File: src/rtl/mips_pkg.sv
// Shared types and widths for the MIPS pipeline stages.
package mips_pkg;

  localparam int ADDR_W     = 32;
  localparam int DATA_W     = 32;
  localparam int REG_ADDR_W = 5;

  typedef enum logic [1:0] {
    IDLE = 2'd0,
    BUSY = 2'd1,
    DONE = 2'd2
  } mem_state_t;

endpackage

File: src/rtl/mem_timeout_ctr.sv
// Saturating up-counter that flags when a bus access has waited too long.
module mem_timeout_ctr #(
  parameter int TIMEOUT_CYCLES = 15
) (
  input  logic clk,
  input  logic rst_n,
  input  logic clear,
  input  logic enable,
  output logic expired
);

  localparam int CW = (TIMEOUT_CYCLES > 0) ? $clog2(TIMEOUT_CYCLES + 1) : 1;

  logic [CW-1:0] count;

  always_ff @(posedge clk or negedge rst_n) begin
    if (!rst_n) begin
      count <= '0;
    end else if (clear) begin
      count <= '0;
    end else if (enable && (count != '1)) begin
      count <= count + 1'b1;
    end
  end

  // Fires during the wait cycle that would bring the count up to the limit.
  assign expired = (TIMEOUT_CYCLES != 0) && enable &&
                   ((int'(count) + 1) >= TIMEOUT_CYCLES);

endmodule

File: src/rtl/mem_access_stage.sv
// MEM stage: runs loads/stores over a req/ack bus, stalls upstream until done.
//  state | meaning
//  IDLE  | pass-through; a load/store launches the bus request
//  BUSY  | request outstanding, waiting for mem_ack or timeout
//  DONE  | present the finished access to MEM/WB for one cycle
module mem_access_stage
  import mips_pkg::*;
#(
  parameter int ADDR_W         = mips_pkg::ADDR_W,
  parameter int DATA_W         = mips_pkg::DATA_W,
  parameter int TIMEOUT_CYCLES = 15
) (
  input  logic                  clk,
  input  logic                  rst_n,
  input  logic                  WB_EN,
  input  logic                  MEM_R_EN,
  input  logic                  MEM_W_EN,
  input  logic [ADDR_W-1:0]     ALUresult,
  input  logic [DATA_W-1:0]     store_data,
  input  logic [REG_ADDR_W-1:0] Dest,
  output logic                  WB_EN_out,
  output logic                  MEM_R_EN_out,
  output logic [DATA_W-1:0]     read_data_out,
  output logic [ADDR_W-1:0]     ALUresult_out,
  output logic [REG_ADDR_W-1:0] Dest_out,
  output logic                  stall,
  output logic                  mem_req,
  output logic                  mem_we,
  output logic [ADDR_W-1:0]     mem_addr,
  output logic [DATA_W-1:0]     mem_wdata,
  input  logic [DATA_W-1:0]     mem_rdata,
  input  logic                  mem_ack,
  output logic                  bus_err
);

  mem_state_t state;

  logic                  access;
  logic                  expired;
  logic                  hold_wb;
  logic                  hold_mr;
  logic                  hold_mw;
  logic                  hold_err;
  logic [ADDR_W-1:0]     hold_alu;
  logic [REG_ADDR_W-1:0] hold_dest;
  logic [DATA_W-1:0]     rdata_q;

  assign access = MEM_R_EN | MEM_W_EN;

  mem_timeout_ctr #(
    .TIMEOUT_CYCLES (TIMEOUT_CYCLES)
  ) u_timeout (
    .clk     (clk),
    .rst_n   (rst_n),
    .clear   (state == IDLE),
    .enable  ((state == BUSY) && !mem_ack),
    .expired (expired)
  );

  always_ff @(posedge clk or negedge rst_n) begin
    if (!rst_n) begin
      state     <= IDLE;
      mem_req   <= 1'b0;
      mem_we    <= 1'b0;
      mem_addr  <= '0;
      mem_wdata <= '0;
      bus_err   <= 1'b0;
      rdata_q   <= '0;
      hold_wb   <= 1'b0;
      hold_mr   <= 1'b0;
      hold_mw   <= 1'b0;
      hold_err  <= 1'b0;
      hold_alu  <= '0;
      hold_dest <= '0;
    end else begin
      bus_err <= 1'b0;
      case (state)
        IDLE: begin
          if (access) begin
            mem_req   <= 1'b1;
            mem_we    <= MEM_W_EN;
            mem_addr  <= {ALUresult[ADDR_W-1:2], 2'b00};
            mem_wdata <= store_data;
            hold_wb   <= WB_EN;
            hold_mr   <= MEM_R_EN;
            hold_mw   <= MEM_W_EN;
            hold_alu  <= ALUresult;
            hold_dest <= Dest;
            hold_err  <= 1'b0;
            state     <= BUSY;
          end
        end
        BUSY: begin
          // An ack in the expiry cycle takes priority over the timeout.
          if (mem_ack) begin
            rdata_q <= (hold_mr && !hold_mw) ? mem_rdata : '0;
            mem_req <= 1'b0;
            mem_we  <= 1'b0;
            state   <= DONE;
          end else if (expired) begin
            rdata_q  <= '0;
            mem_req  <= 1'b0;
            mem_we   <= 1'b0;
            bus_err  <= 1'b1;
            hold_err <= 1'b1;
            state    <= DONE;
          end
        end
        DONE: begin
          state <= IDLE;
        end
        default: begin
          state <= IDLE;
        end
      endcase
    end
  end

  always_comb begin
    stall         = 1'b0;
    WB_EN_out     = WB_EN;
    MEM_R_EN_out  = MEM_R_EN;
    read_data_out = '0;
    ALUresult_out = ALUresult;
    Dest_out      = Dest;
    case (state)
      IDLE: begin
        if (access) begin
          stall        = 1'b1;
          WB_EN_out    = 1'b0;
          MEM_R_EN_out = 1'b0;
        end
      end
      BUSY: begin
        stall         = 1'b1;
        WB_EN_out     = 1'b0;
        MEM_R_EN_out  = 1'b0;
        ALUresult_out = hold_alu;
        Dest_out      = hold_dest;
      end
      DONE: begin
        WB_EN_out     = hold_wb & ~hold_err;
        MEM_R_EN_out  = hold_mr;
        read_data_out = rdata_q;
        ALUresult_out = hold_alu;
        Dest_out      = hold_dest;
      end
      default: begin
        stall = 1'b0;
      end
    endcase
  end

endmodule
File: config.mk
export PLATFORM = sky130hd
export DESIGN_NAME = mem_access_stage
export DESIGN_NICKNAME = d
export VERILOG_FILES = /design/src/rtl/mips_pkg.sv /design/src/rtl/mem_timeout_ctr.sv /design/src/rtl/mem_access_stage.sv
export SDC_FILE = /design/constraint.sdc
export NUM_CORES = 1
export LEC_CHECK = 0
export BUFFER_PORTS_ARGS = -buffer_cell sky130_fd_sc_hd__buf_2
export CORE_MARGIN = 10
export CORE_UTILIZATION = 35
export DETAILED_ROUTE_END_ITERATION = 8
export PLACE_DENSITY = 0.65
export SLEW_MARGIN = 10
export SYNTH_ARGS = -nofsm -noshare
export SYNTH_HDL_FRONTEND = slang
export SYNTH_SLANG_ARGS = --single-unit
File: constraint.sdc
create_clock -name clk -period 2.3 [get_ports clk]
set_input_delay 0.345 -clock clk [delete_from_list [all_inputs] [get_ports clk]]
set_output_delay 0.345 -clock clk [all_outputs]
set_load 0.05 [all_outputs]
==> results.json <==
{
  "pre_cts_slack_ns": 0.2858,
  "final.min_clock_period_ns": 2.264,
  "gp_congestion": 0.7690,
  "grt_max_degree": 59,
  "cp.required_ns": 1.96,
  "seqCellArea_mm2": 0.002854,
  "multi_input_comb_area_mm2": 0.002581,
  "num_rows": 47,
  "grt_pass1_vias": 5231,
  "synth_area_per_cell_um2": 8.749,
  "cts.sinks": 114,
  "hold_viol_final": 0,
  "ctsHtreeMaxLevel": 4,
  "crit_arrival_ns": 1.92,
  "die_w_um": 148.9,
  "ys_types": 42,
  "synth_top_family_by_area": "simple AND/OR/NAND/NOR gates",
  "synth-xor-area-share_pct": 0.1505,
  "timing.critical_path.slowest_cell_delay_ns": 0.50,
  "cp_cell_sequence": "buf_4 > ha_1 > or4bb_1 > nand2_1 > buf_6",
  "worstSetupPathType": "reg2out",
  "cts_buffer_depth": 2,
  "hpwlAfterDp_um": 12560,
  "portBuffers": 243,
  "synth-warning-count": 0,
  "relSlewSlack_pct": 62.79,
  "crit_slowest_cell": "or4bb_1",
  "grt_overflow": 0,
  "setup.worst_path.start_class": "flip-flop",
  "cts_tree": "yes",
  "synth.mux.area_fraction_pct": 7.333,
  "tightest_slew_ns": 0.5576,
  "area_delta_synth_final_pct": 39.51,
  "fin_nets": 993,
  "crit_start": "state[1]",
  "ioPinCount": 246,
  "synthSimpleGateAreaFrac_pct": 25.83,
  "clk-insertion-delay-late_ns": 0.41,
  "rr_startpoint": "u_timeout.count[0]",
  "wl_per_cell_um": 16.12,
  "synth-seq-area-share_pct": 49.03,
  "final_cell_mix": "nand2_1, buf_2, dfrtp_1",
  "root_buffer": "clkbuf_16",
  "grtUsageTotal_pct": 15.55,
  "layout_commonest_cell": "nand2_1",
  "path_max_fanout": 4,
  "dr.pass1.iters": 4,
  "synth-compound-area-share_pct": 8.538,
  "wirelength_um": 17920,
  "endpoint_kind": "output pin",
  "grt_pass1_wl_um": 28170,
  "fmax_ghz": 0.4416,
  "core_mm2": 0.01647,
  "drive_gt1_share_pct": 38.68,
  "ys_seq_elements": 114,
  "drc": 0,
  "fin_worst_skew_ns": 0.009172,
  "grt_antenna_before_repair": 1,
  "routed_via_density": 4.603,
  "fillCellCount": 1551,
  "synthCells": 665,
  "rsz0062_at_grt": "yes",
  "cts_inserted_buffers": 17,
  "via_count": 5119,
  "dieArea_mm2": 0.02218,
  "finalMaxSlewViolations": 0,
  "die-height_um": 148.9,
  "setup_violations": 0,
  "fin_util_pct": 49.29,
  "hold_class": "in2reg",
  "status": "complete, no violations",
  "start_util_pct": 35.33,
  "period_share_pct": 98.46,
  "path_buf_inv": 2,
  "setup_slack_ns": 0.03553,
  "synth_area_mm2": 0.005818,
  "hp-start": "store_data[16]",
  "ant_nets": 0,
  "n_antenna_cell": 0,
  "cap_viol_max_count": 0,
  "crit_family": "simple AND/OR/NAND/NOR gates",
  "path_clk_slew_ns": 0.06,
  "synthAdderAreaFrac_pct": 1.505,
  "first_iter_violations": 282
}
-- per-layer routing --
metal | vias up | track usage, % | wire length, µm
li1 | 2542 | - | -
met1 | 2338 | 19.81 | 7921
met2 | 215 | 23.35 | 7991
met3 | 22 | 6.311 | 1619
met4 | 2 | 5.348 | 374
met5 | - | 0 | 13
-- area by class of cell --
type / count / area share (%)
Clock inverter: 15 / 2.281
Timing Repair Buffer: 265 / 21.84
Sequential cell: 114 / 35.16
Inverter: 6 / 0.2775
Clock buffer: 17 / 5.241
Multi-Input combinational cell: 475 / 31.80
Tap cell: 220 / 3.391
-- worst register-to-register path, cell delays in order (launching register included) --
cell and delay (ns):
dfrtp_1 0.39, inv_1 0.08, ha_1 0.26, o21a_1 0.20, a31oi_2 0.31, o21ai_2 0.08, buf_4 0.24, o21ai_0 0.24
-- flip-flops by register name, summed over array words and instances, names as in the netlist --
signal / count
hold_alu: 32
mem_wdata: 32
rdata_q: 32
hold_dest: 5
u_timeout.count: 4
state: 2
bus_err: 1
hold_err: 1
hold_mr: 1
hold_mw: 1
hold_wb: 1
mem_req: 1
mem_we: 1
-- final timing paths --
| kind | endpoint | slack [ns] | depth (start not counted) |
|---|---|---|---|
| max | WB_EN_out | 0.04 | 5 |
| max in group asynchronous | state[0] | 1.50 | 3 |
| min reg2reg | mem_wdata[10] | 0.47 | 2 |
| min | mem_wdata[16] | 0.13 | 3 |
| min in group asynchronous | rdata_q[30] | 0.29 | 2 |
| max reg2reg | rdata_q[25] | 0.41 | 7 |
-- what timing repair did --
action                                  in CTS  in global routing
endpoints found under the hold margin      114                  0
gates resized for setup                     61                 36
pin swaps                                    0                  1
cloned                                       1                  3
endpoints found under the setup margin      54                 60
buffers inserted                             2                  0
hold buffers                                 1                  0
-- kinds of logic (layout without fill, tap and decap cells) --
family / count (synthesis) / count (layout)
adders and majority gates: 7 / 7
muxes: 38 / 38
AOI/OAI and AO/OA: 89 / 89
DFF: 114 / 114
other: 1 / 2
and+or+nand+nor: 338 / 338
buffers and inverters: 77 / 303
xor gates and xnor gates: 1 / 1
-- stage by stage --
| step | hold slack (ns) | setup TNS (ns) | instance area (µm²) | std cells |
|---|---|---|---|---|
| finish | 0.1255 | 0 | 8117 | 1112 |
| global route | 0.1192 | -0.6378 | 8117 | 1112 |
| detailed placement | 0.1565 | 0 | 7087 | 1073 |
| floorplan | 0.04941 | 0 | 5822 | 666 |
| CTS | 0.1010 | -0.01955 | 7930 | 1109 |
| global placement | 0.1578 | 0 | 7087 | 1073 |
-- Yosys cell counts (all sizes together) --
cell type	number	share of area, %
a211oi	1	0.13
a21oi	37	3.2
a22o	1	0.17
a22oi	1	0.13
a311oi	1	0.15
a31oi	1	0.22
and2	32	3.4
and2b	1	0.13
and4b	1	0.17
buf	47	5.6
clkbuf	24	1.6
conb	1	0.064
dfrtp	114	49
ha	7	1.5
inv	6	0.39
mux2	37	7.2
mux2i	1	0.17
nand2	254	16
nand2b	2	0.22
nand3	2	0.17
nand4	1	0.11
nand4bb	1	0.28
nor2	3	0.19
nor2b	33	3.5
nor3	2	0.17
nor3b	1	0.32
o2111ai	2	0.30
o21a	4	0.52
o21ai	38	3.3
o221ai	1	0.15
o31ai	2	0.26
or2	1	0.11
or2b	1	0.13
or3	1	0.11
or3b	1	0.15
or4bb	1	0.19
xnor2	1	0.15
Power is not shown: default switching activity piles up to over one toggle a cycle in this logic, so the estimate is an artifact.
